$ cat src/rtl/next_tx_pkg.sv
// ---------------------------------------------------------------------------
// next_tx_pkg
// Shared definitions for the upstream transmit scheduler: packet opcodes,
// packet width, scheduler state encoding, requester channel encoding, and a
// helper that assembles a packet from opcode and payload.
// ---------------------------------------------------------------------------
package next_tx_pkg;

  localparam int OP_W      = 8;
  localparam int PAYLOAD_W = 32;
  localparam int PKT_W     = OP_W + PAYLOAD_W;

  localparam logic [OP_W-1:0] OP_POWER_ON = 8'hC7;
  localparam logic [OP_W-1:0] OP_KBD      = 8'hC5;
  localparam logic [OP_W-1:0] OP_MOUSE    = 8'hC6;
  localparam logic [OP_W-1:0] OP_MIC      = 8'hC3;

  typedef enum logic [1:0] {
    IDLE = 2'd0,
    HOLD = 2'd1,
    GAP  = 2'd2
  } state_t;

  typedef enum logic {
    CH_KBD = 1'b0,
    CH_MIC = 1'b1
  } channel_t;

  // Packet layout seen by the Sender: opcode in the top byte, payload below.
  function automatic logic [PKT_W-1:0] make_packet(
    input logic [OP_W-1:0]      op,
    input logic [PAYLOAD_W-1:0] payload
  );
    return {op, payload};
  endfunction

endpackage

$ cat src/rtl/next_tx_rr2.sv
// ---------------------------------------------------------------------------
// next_tx_rr2
// Two-way round-robin pick between the keyboard/mouse and microphone
// requesters. The pick is purely combinational; the history register rr_last
// only advances when the caller reports that the pick was actually granted.
//
// Ports:
//   clk      in   clock
//   rst      in   synchronous active-high reset (rr_last -> CH_MIC)
//   req_kbd  in   keyboard/mouse request level
//   req_mic  in   microphone request level
//   update   in   pick was granted this cycle; remember it as rr_last
//   pick     out  channel chosen among the current requests
//   any      out  at least one request present
// ---------------------------------------------------------------------------
module next_tx_rr2
  import next_tx_pkg::*;
(
  input  logic     clk,
  input  logic     rst,
  input  logic     req_kbd,
  input  logic     req_mic,
  input  logic     update,
  output channel_t pick,
  output logic     any
);

  channel_t rr_last;

  // With both requesting, the channel that did not win last time goes next.
  always_comb begin
    any  = req_kbd | req_mic;
    pick = CH_KBD;
    if (req_kbd && req_mic) begin
      if (rr_last == CH_KBD) begin
        pick = CH_MIC;
      end else begin
        pick = CH_KBD;
      end
    end else if (req_mic) begin
      pick = CH_MIC;
    end
  end

  // Reset to CH_MIC so the keyboard wins the first contested round.
  always_ff @(posedge clk) begin
    if (rst) begin
      rr_last <= CH_MIC;
    end else if (update) begin
      rr_last <= pick;
    end
  end

endmodule

$ cat src/rtl/next_tx_scheduler.sv
// ---------------------------------------------------------------------------
// next_tx_scheduler
// Sequences upstream packets toward the serial Sender. Arbitrates between a
// latched power-on request, the keyboard/mouse word and the microphone
// sample, formats the winner into a 40-bit packet and holds it until the
// Sender takes it, then enforces an idle gap before the next grant. A mic
// sample that waits too long without a grant is dropped and counted.
//
// Ports:
//   mon_clk         in   single clock
//   hw_reset        in   synchronous active-high reset
//   power_on_req    in   single-cycle pulse, latched until served
//   kbd_valid       in   keyboard/mouse word pending (level)
//   kbd_is_mouse    in   selects the mouse opcode
//   kbd_data        in   16-bit key/mouse word
//   kbd_retrieved   out  pulse in the cycle the keyboard word is granted
//   mic_valid       in   mic sample pending (level)
//   mic_data        in   32-bit mic sample
//   mic_retrieved   out  pulse when the sample is granted or dropped
//   out_data        out  {opcode[7:0], payload[31:0]}
//   out_valid       out  packet available to the Sender
//   out_retrieved   in   Sender consumed out_data (pulse)
//   mic_drop_count  out  saturating count of timed-out mic samples
//   busy            out  high whenever not IDLE
// ---------------------------------------------------------------------------
module next_tx_scheduler
  import next_tx_pkg::*;
#(
  parameter int GAP_CYCLES  = 4,
  parameter int MIC_TIMEOUT = 2048,
  parameter int DROP_W      = 8
) (
  input  logic              mon_clk,
  input  logic              hw_reset,
  input  logic              power_on_req,
  input  logic              kbd_valid,
  input  logic              kbd_is_mouse,
  input  logic [15:0]       kbd_data,
  output logic              kbd_retrieved,
  input  logic              mic_valid,
  input  logic [31:0]       mic_data,
  output logic              mic_retrieved,
  output logic [PKT_W-1:0]  out_data,
  output logic              out_valid,
  input  logic              out_retrieved,
  output logic [DROP_W-1:0] mic_drop_count,
  output logic              busy
);

  // Counter widths sized so the terminal value always fits, with a floor of
  // one bit for the degenerate small-parameter cases.
  localparam int AGE_W = (MIC_TIMEOUT > 2) ? $clog2(MIC_TIMEOUT) : 1;
  localparam int GAP_W = (GAP_CYCLES > 2) ? $clog2(GAP_CYCLES) : 1;

  localparam logic [AGE_W-1:0] AGE_LAST =
    AGE_W'((MIC_TIMEOUT > 0) ? MIC_TIMEOUT - 1 : 0);
  localparam logic [GAP_W-1:0] GAP_LAST =
    GAP_W'((GAP_CYCLES > 0) ? GAP_CYCLES - 1 : 0);

  state_t            state;
  state_t            state_nxt;

  logic              po_latch;
  logic              po_pending;
  logic              grant;
  logic              po_grant;
  logic              ch_grant;
  logic              kbd_grant;
  logic              mic_grant;
  logic              mic_drop;

  channel_t          rr_pick;
  logic              rr_any;

  logic [AGE_W-1:0]  age;
  logic [GAP_W-1:0]  gap_cnt;
  logic [DROP_W-1:0] drop_cnt;
  logic [PKT_W-1:0]  pkt_q;
  logic [PKT_W-1:0]  pkt_nxt;

  // -------------------------------------------------------------------------
  // Arbitration
  // -------------------------------------------------------------------------
  next_tx_rr2 u_rr2 (
    .clk     (mon_clk),
    .rst     (hw_reset),
    .req_kbd (kbd_valid),
    .req_mic (mic_valid),
    .update  (ch_grant),
    .pick    (rr_pick),
    .any     (rr_any)
  );

  // A power-on pulse arriving while IDLE is served in that same cycle, so
  // the live request is merged with the latched one.
  assign po_pending = po_latch | power_on_req;

  // Grants are suppressed during reset so no retrieved pulse escapes while
  // the held packet is being discarded.
  assign grant     = (state == IDLE) && !hw_reset && (po_pending || rr_any);
  assign po_grant  = grant && po_pending;
  assign ch_grant  = grant && !po_pending;
  assign kbd_grant = ch_grant && (rr_pick == CH_KBD);
  assign mic_grant = ch_grant && (rr_pick == CH_MIC);

  // A mic grant in the terminal-age cycle takes precedence over the drop.
  assign mic_drop  = !hw_reset && mic_valid && !mic_grant && (age == AGE_LAST);

  always_comb begin
    pkt_nxt = make_packet(OP_POWER_ON, 32'h0);
    if (!po_pending) begin
      if (rr_pick == CH_MIC) begin
        pkt_nxt = make_packet(OP_MIC, mic_data);
      end else if (kbd_is_mouse) begin
        pkt_nxt = make_packet(OP_MOUSE, {16'h0, kbd_data});
      end else begin
        pkt_nxt = make_packet(OP_KBD, {16'h0, kbd_data});
      end
    end
  end

  // -------------------------------------------------------------------------
  // FSM: state register
  // -------------------------------------------------------------------------
  always_ff @(posedge mon_clk) begin
    if (hw_reset) begin
      state <= IDLE;
    end else begin
      state <= state_nxt;
    end
  end

  // -------------------------------------------------------------------------
  // FSM: next state
  // -------------------------------------------------------------------------
  always_comb begin
    state_nxt = state;
    case (state)
      IDLE: begin
        if (grant) begin
          state_nxt = HOLD;
        end
      end
      HOLD: begin
        if (out_retrieved) begin
          state_nxt = (GAP_CYCLES == 0) ? IDLE : GAP;
        end
      end
      GAP: begin
        if (gap_cnt == GAP_LAST) begin
          state_nxt = IDLE;
        end
      end
      default: state_nxt = IDLE;
    endcase
  end

  // -------------------------------------------------------------------------
  // FSM: outputs
  // -------------------------------------------------------------------------
  always_comb begin
    out_valid     = (state == HOLD);
    busy          = (state != IDLE);
    kbd_retrieved = kbd_grant;
    mic_retrieved = mic_grant | mic_drop;
  end

  assign out_data       = pkt_q;
  assign mic_drop_count = drop_cnt;

  // -------------------------------------------------------------------------
  // Held packet, power-on latch, mic aging, gap timer, drop counter
  // -------------------------------------------------------------------------
  always_ff @(posedge mon_clk) begin
    if (hw_reset) begin
      po_latch <= 1'b0;
      pkt_q    <= '0;
      age      <= '0;
      gap_cnt  <= '0;
      drop_cnt <= '0;
    end else begin
      // Pulses that land in the power-on grant cycle fold into that packet.
      po_latch <= po_pending & ~po_grant;

      if (grant) begin
        pkt_q <= pkt_nxt;
      end

      if (!mic_valid || mic_grant || mic_drop) begin
        age <= '0;
      end else begin
        age <= age + 1'b1;
      end

      // Cleared outside GAP so every gap starts counting from zero.
      if (state != GAP) begin
        gap_cnt <= '0;
      end else begin
        gap_cnt <= gap_cnt + 1'b1;
      end

      if (mic_drop && (drop_cnt != {DROP_W{1'b1}})) begin
        drop_cnt <= drop_cnt + 1'b1;
      end
    end
  end

endmodule

$ cat config.mk
export PLATFORM = sky130hd
export DESIGN_NAME = next_tx_scheduler
export DESIGN_NICKNAME = d
export VERILOG_FILES = /design/src/rtl/next_tx_pkg.sv /design/src/rtl/next_tx_rr2.sv /design/src/rtl/next_tx_scheduler.sv
export SDC_FILE = /design/constraint.sdc
export NUM_CORES = 1
export LEC_CHECK = 0
export CAP_MARGIN = 25
export CORE_MARGIN = 2
export CORE_UTILIZATION = 30
export CTS_BUF_LIST = sky130_fd_sc_hd__clkbuf_2
export DETAILED_ROUTE_END_ITERATION = 12
export SETUP_SLACK_MARGIN = 0.5
export SYNTH_ARGS = -nofsm -noshare
export SYNTH_HDL_FRONTEND = slang
export SYNTH_SLANG_ARGS = --single-unit
$ cat constraint.sdc
create_clock -name mon_clk -period 2.04 [get_ports mon_clk]
set_input_delay 0.204 -clock mon_clk [delete_from_list [all_inputs] [get_ports mon_clk]]
set_output_delay 0.204 -clock mon_clk [all_outputs]
set_load 0.1 [all_outputs]
==> results of run 1 <==
## repair_timing
item / in CTS / in global routing
pin swaps: 12 / 28
resized for setup: 37 / 46
hold buffers: 0 / 0
setup endpoints to repair: 53 / 56
cloned: 0 / 4
buffers inserted: 11 / 16
## flip-flops by register name, indices dropped and copies added, names as in the netlist
signal / cells
po_latch: 1
gap_cnt: 2
state: 2
age: 11
mic_drop_count: 8
out_data: 36
u_rr2.rr_last: 1
## worst register-to-register path: stages (launching register included)
cell and delay, ps:
dfxtp_2 380, ha_4 130, and2_4 130, nand4_1 120, buf_4 160, buf_6 100, buf_6 100, or4_4 410
mux2_4 300
## through the flow
step	std cells	cell area, sq um	utilization [%]	setup WS [ps]	hold slack [ps]
5_1_grt	512	4470	55.2	-71.0	143
6_report	512	4470	55.2	20.1	180
2_1_floorplan	266	2670	-	231	316
3_3_place_gp	465	3740	46.2	15.7	421
3_5_place_dp	465	3740	46.2	-0.510	424
4_1_cts	492	4120	50.9	-9.88	59.8
## final cells by class
cell class,instances,share of cell area [%]
clock inverters,7,2.71
flip-flops and latches,61,28.6
multi-input cells,176,30.9
well taps,105,2.94
inverters,7,0.644
clock buffers,9,1.01
repair buffers,147,33.2
## cells in the final DEF, fill, tap and decap left out, types with 2 or more instances in the layout
cell,instances
ha_4,2
nand3_1,4
a22oi_1,18
dfxtp_2,8
xor2_1,6
nor2b_1,6
dfxtp_1,40
and3_1,3
or4_4,2
xnor2_1,3
buf_8,3
conb_1,3
a21oi_1,3
and4_4,2
nor4_4,2
inv_4,2
nand2_1,9
buf_4,65
inv_1,6
nor2_2,7
nor3_4,3
nor4b_4,2
buf_6,11
dfxtp_4,13
clkbuf_16,2
nor2_1,47
clkdlybuf4s50_1,53
nand2b_4,2
nor3_1,2
a222oi_1,16
clkbuf_2,9
mux2_4,7
bufinv_16,3
nand4_1,3
buf_12,12
## synth_stat cells, types with 6 or more instances
| master | number | share of area (%) |
|---|---|---|
| buf_2 | 8 | 1.6 |
| inv_1 | 7 | 1.1 |
| a22oi_1 | 18 | 5.5 |
| clkbuf_1 | 10 | 1.5 |
| nor2b_1 | 7 | 1.8 |
| xor2_1 | 6 | 2.1 |
| mux2_2 | 6 | 2.7 |
| nor2_1 | 55 | 8.4 |
| a222oi_1 | 16 | 6.5 |
| dfxtp_1 | 61 | 50 |
| nand2_1 | 10 | 1.5 |
## cells by family after synthesis
logic type      after synthesis
flops                        61
buf+inv                      30
compound gates               47
fa+ha+maj                     3
simple gates                106
xor+xnor                      9
other cells                   1
mux                           7
## worst max path at each step
stage / start / slack [ps] / endpoint
finish: u_rr2.rr_last / 20 / mic_retrieved
global route: u_rr2.rr_last / -70 / mic_retrieved
CTS: state[1] / -10 / mic_retrieved
detailed placement: power_on_req / -0.5 / mic_drop_count[0]
global placement: power_on_req / 20 / mic_drop_count[0]
floorplan: state[0] / 230 / mic_retrieved
## per-layer routing
| metal | wire [um] | GRT usage [%] |
|---|---|---|
| met4 | 136 | 5.19 |
| met1 | 3200 | 19.4 |
| met3 | 415 | 5.03 |
| met2 | 3990 | 28.9 |
| met5 | 0 | 0 |
## power breakdown
group          switching, mW  leakage, nW  internal [mW]
combinational          0.481         1.22          0.285
clock                  0.489       0.0930          0.535
sequential            0.0265        0.507           1.22
==> flow_summary.yaml, run 1 <==
status:
  status: "completed"
floorplan:
  num_rows: 33
  die-area_sq_mm: 0.00894
  dieWidth_um: 94.6
  core_sq_mm: 0.00809
  pin_count: 107
  initial_core_util_pct: 30.4
  die_y_um: 94.6
synthesis:
  synth_fa_ha_area_share_pct: 1.53
  synthCells: 264
  ys_ff_latch: 61
  synth.cell_area_sq_mm: 0.00246
  synth_xor_area_share_pct: 3.20
  synth_compound_area_share_pct: 16.1
  syn_avg_cell_area_sq_um: 9.32
  synth_cell_types: 40
  yosysSeqAreaShare_pct: 49.6
  ys.flop_type: "dfxtp_1"
  ys_async_sr_fraction_pct: 0
  ys_warn_count: 0
  synth_edf_count: 0
  muxShareOfSynthArea_pct: 3.20
  yosys.area_share.simple_pct: 20.6
  synth_top_family_by_area: "simple AND/OR/NAND/NOR gates"
setup_path:
  r2r_end: "mic_drop_count[6]"
  critPathTopFamily: "compound AO/OA/AOI/OAI gates"
  cp.buffers_inverters: 2
  crit_path_start_kind: "register"
  reg2reg_from: "age[1]"
  cp_slowest_cell: "a311o_1"
  r2r_slack_ps: 100
  path_max_fanout: 2
  cp.depth: 5
  crit_path_cell_trace: "nand2_2 -> a311o_1 -> buf_6 -> o21bai_4 -> buf_12"
  crit_type: "register to primary output"
  slowest_delay_ps: 400
  worst_ep_arrival_time_ps: 1820
  r2r_cells: 8
  cp-end-kind: "primary output"
  cp_data_required_time_ps: 1840
clock_network:
  insertion_delay_ps: 500
  path_clk_slew_ps: 180
  cts.sinks: 61
  clockBufferDepth: 2
  cts_root_buffer: "clkbuf_2"
  cts_buffers: 9
  htreeDepth: 3
  cts_tree: "done"
pwr:
  p_per_area_mw_per_mm2: 679
  vdd_ir_drop_max_mv: 0.441
  power_mw: 3.04
  leakage_nw: 1.82
cells_and_area:
  multi_input_comb_area_sq_mm: 0.00138
  fillerInstances: 733
  area_growth_pct: 81.6
  seqCellArea_sq_mm: 0.00128
  nNetsFinal: 460
  diodes: 0
  drive_gt1_share_pct: 42.8
place:
  hpwl_um: 4730
  place_congestion: 0.780
  io_buffers: 103
drt:
  vias_per_cell: 4.95
  drc: 0
  antenna_left: 0
  wl_per_cell_um: 15.1
  vias: 2532
  first_iter_violations: 138
  firstDrtPassIters: 5
  wl_um: 7740
sta:
  period_minus_slack_ps: 2020
  fin_crit_sh_pct: 99.0
  hold_viol_final: 0
  maxSlewHeadroom_pct: 56.5
  grt_setup_unrepaired: "true"
  clock_skew_ps: 15.0
  fmax_ghz: 0.495
  setup_viol_count_final: 0
  finalMaxSlewViolations: 0
  fin_setup_tns_ps: 0
  worst_pin_slew_ps: 651
global_route:
  overflow: 0
  antenna_found_initial: 0
  grt_pass1_vias: 2340
  grt_pass1_wl_um: 11400
  track_usage_pct: 16.5
  grt_max_degree: 36
min_path:
  min_to: "mic_drop_count[0]"
  hold_depth: 3
  hp-start: "hw_reset"
  min_path_type: "input port to register"
job:
  maxCapViolations: 0
Power figures use the tool's default switching activity.
==> inputs of run 2 (changes only) <==
CAP_MARGIN = unset   (was 25)
clock period = 2.2 ns   (was 2.04 ns; I/O delays follow)
==> run 2 against run 1 <==
Against the previous run:
- clock skew increased by 13 ps
- flip-flop and latch count unchanged
- total power decreased by 18%
- sequential share of layout area increased by 1.9 points
- first-iteration DRC count decreased by 8.0%
- global-route usage decreased by 0.62 points
- sequential power decreased by 6%
- worst hold slack got worse by 97 ps
- critical path depth unchanged
- via count decreased by 2.5%
- critical path type unchanged
- worst setup slack improved by 140 ps
==> flow_summary.yaml, run 2 (synthesis gave the netlist of run 1 again) <==
status:
  status: "completed"
cells_and_area:
  fillerInstances: 800
  layout_common_cells: "buf_4 (64), nor2_1 (54), clkdlybuf4s50_1 (53)"
  final-instance-count-excl-fill: 499
  nNetsFinal: 447
  drive_gt1_share_pct: 36.0
  area_growth_pct: 68.3
  multi_input_comb_area_sq_mm: 0.00132
  diodes: 0
  seqCellArea_sq_mm: 0.00126
  largest_reg_flops: 36
  final_common_cell: "buf_4"
global_route:
  grt_max_degree: 50
  grt_pass1_wl_um: 11200
  track_usage_pct: 15.9
  overflow: 0
  grt_pass1_vias: 2312
  antenna_found_initial: 0
sta:
  fmax_ghz: 0.491
  worst_pin_slew_ps: 504
  setup_ws_ps: 162
  clock_skew_ps: 27.8
  maxSlewHeadroom_pct: 66.4
  timing.hold.ws_ps: 82.6
  fin_setup_tns_ps: 0
  grt_setup_unrepaired: "true"
  hold_viol_final: 0
  finalMaxSlewViolations: 0
  fin_crit_sh_pct: 92.6
  setup_viol_count_final: 0
  period_minus_slack_ps: 2040
drt:
  firstDrtPassIters: 7
  antenna_left: 0
  drc: 0
  vias: 2468
  wl_per_cell_um: 14.3
  wl_um: 7120
  first_iter_violations: 127
  vias_per_cell: 4.95
pwr:
  power_frac_comb_pct: 26.2
  p_seq_share_pct: 46.8
  p_int_mw: 1.61
  clock_power_share_pct: 27.0
  switching_share_pct: 35.1
  vdd_ir_drop_max_mv: 0.259
  p_sw_mw: 0.870
  leakage_nw: 1.68
  p_per_area_mw_per_mm2: 599
place:
  placed_cells: 461
  hpwl_um: 4510
  place_congestion: 0.768
  io_buffers: 103
  place_ws_ps: 112
clock_network:
  insertion_delay_ps: 470
  htreeDepth: 3
  cts_tree: "done"
  cts.sinks: 61
  cts_root_buffer: "clkbuf_2"
  path_clk_slew_ps: 150
  clockBufferDepth: 2
  cts_buffers: 9
setup_path:
  r2r_end: "mic_drop_count[6]"
  reg2reg_from: "age[0]"
  path_max_fanout: 3
  r2r_cells: 7
  cp-end-kind: "primary output"
  r2r_slack_ps: 190
  worst_ep_arrival_time_ps: 1820
  cp_data_required_time_ps: 1980
  critPathCapture: "mic_retrieved"
  startpoint: "state[0]"
  crit_path_start_kind: "register"
  crit_type: "register to primary output"
min_path:
  min_path_type: "input port to register"
floorplan:
  num_rows: 33
  dieWidth_um: 94.6
  die-area_sq_mm: 0.00894
  pin_count: 107
  initial_core_util_pct: 30.4
  core_sq_mm: 0.00809
  die_y_um: 94.6
job:
  maxCapViolations: 0
-- run 2: cell count changes in the layout (fill, tap and decap cells not counted), sizes merged --
cell	change
bufinv	-2
nand2b	-1
dlygate4sd3	+2
buf	-13
clkbuf	-1
clkinv	+3
inv	-1
-- run 2: layer usage --
layer | global-route usage, % | vias up | routed length [um]
li1 | - | 1203 | -
met1 | 20.0 | 1184 | 3130
met5 | 0 | - | 0
met4 | 6.64 | 0 | 86
met3 | 2.47 | 8 | 379
met2 | 27.1 | 73 | 3520
-- run 2: power groups by stage --
stage / logic (mW) / registers, mW / clock network [mW]
2_1_floorplan: 0.216 / 1.38 / 0
3_3_place_gp: 0.597 / 1.18 / 0
3_5_place_dp: 0.598 / 1.18 / 0
4_1_cts: 0.635 / 1.16 / 0.709
5_1_grt: 0.679 / 1.17 / 0.746
6_report: 0.650 / 1.16 / 0.671
-- run 2: through the flow --
stage,power (mW),util (%),instance area [sq um]
after floorplan,1.59,-,2590
after global placement,1.78,44.7,3610
after global routing,2.59,51.2,4140
after CTS,2.50,49.6,4020
after detailed placement,1.78,44.7,3610
final,2.48,51.2,4140
-- run 2: worst min path at each step --
stage | to | slack (ps) | from | cells after the start
after detailed placement | gap_cnt[0] | 430 | gap_cnt[0] | 1
after CTS | gap_cnt[1] | 10 | hw_reset | 2
after global routing | state[0] | 50 | hw_reset | 2
final | gap_cnt[1] | 80 | hw_reset | 2
after global placement | gap_cnt[0] | 420 | gap_cnt[0] | 1
after floorplan | out_data[32] | 330 | kbd_is_mouse | 1
-- run 2: area by class of cell --
cell class / instances / area share, %
tap: 105 / 3.17
clock inverter: 7 / 1.57
clock buffer: 9 / 1.09
timing repair buffer: 135 / 31.1
inverter: 7 / 0.634
multi-input combinational: 175 / 32.0
sequential: 61 / 30.5
-- run 2: what timing repair did --
action	4_1_cts	5_1_grt
endpoints found under the hold margin	2	0
pin swaps	11	11
setup endpoints to repair	42	30
gates resized for setup	37	16
cloned	1	1
setup buffers	15	3
hold buffers	2	0
-- run 2: critical path, stage by stage, from the launching register on --
cell	delay [ps]
dfxtp_4	410
nor2_4	40
a311o_1	410
buf_6	150
o21bai_4	160
buf_12	190
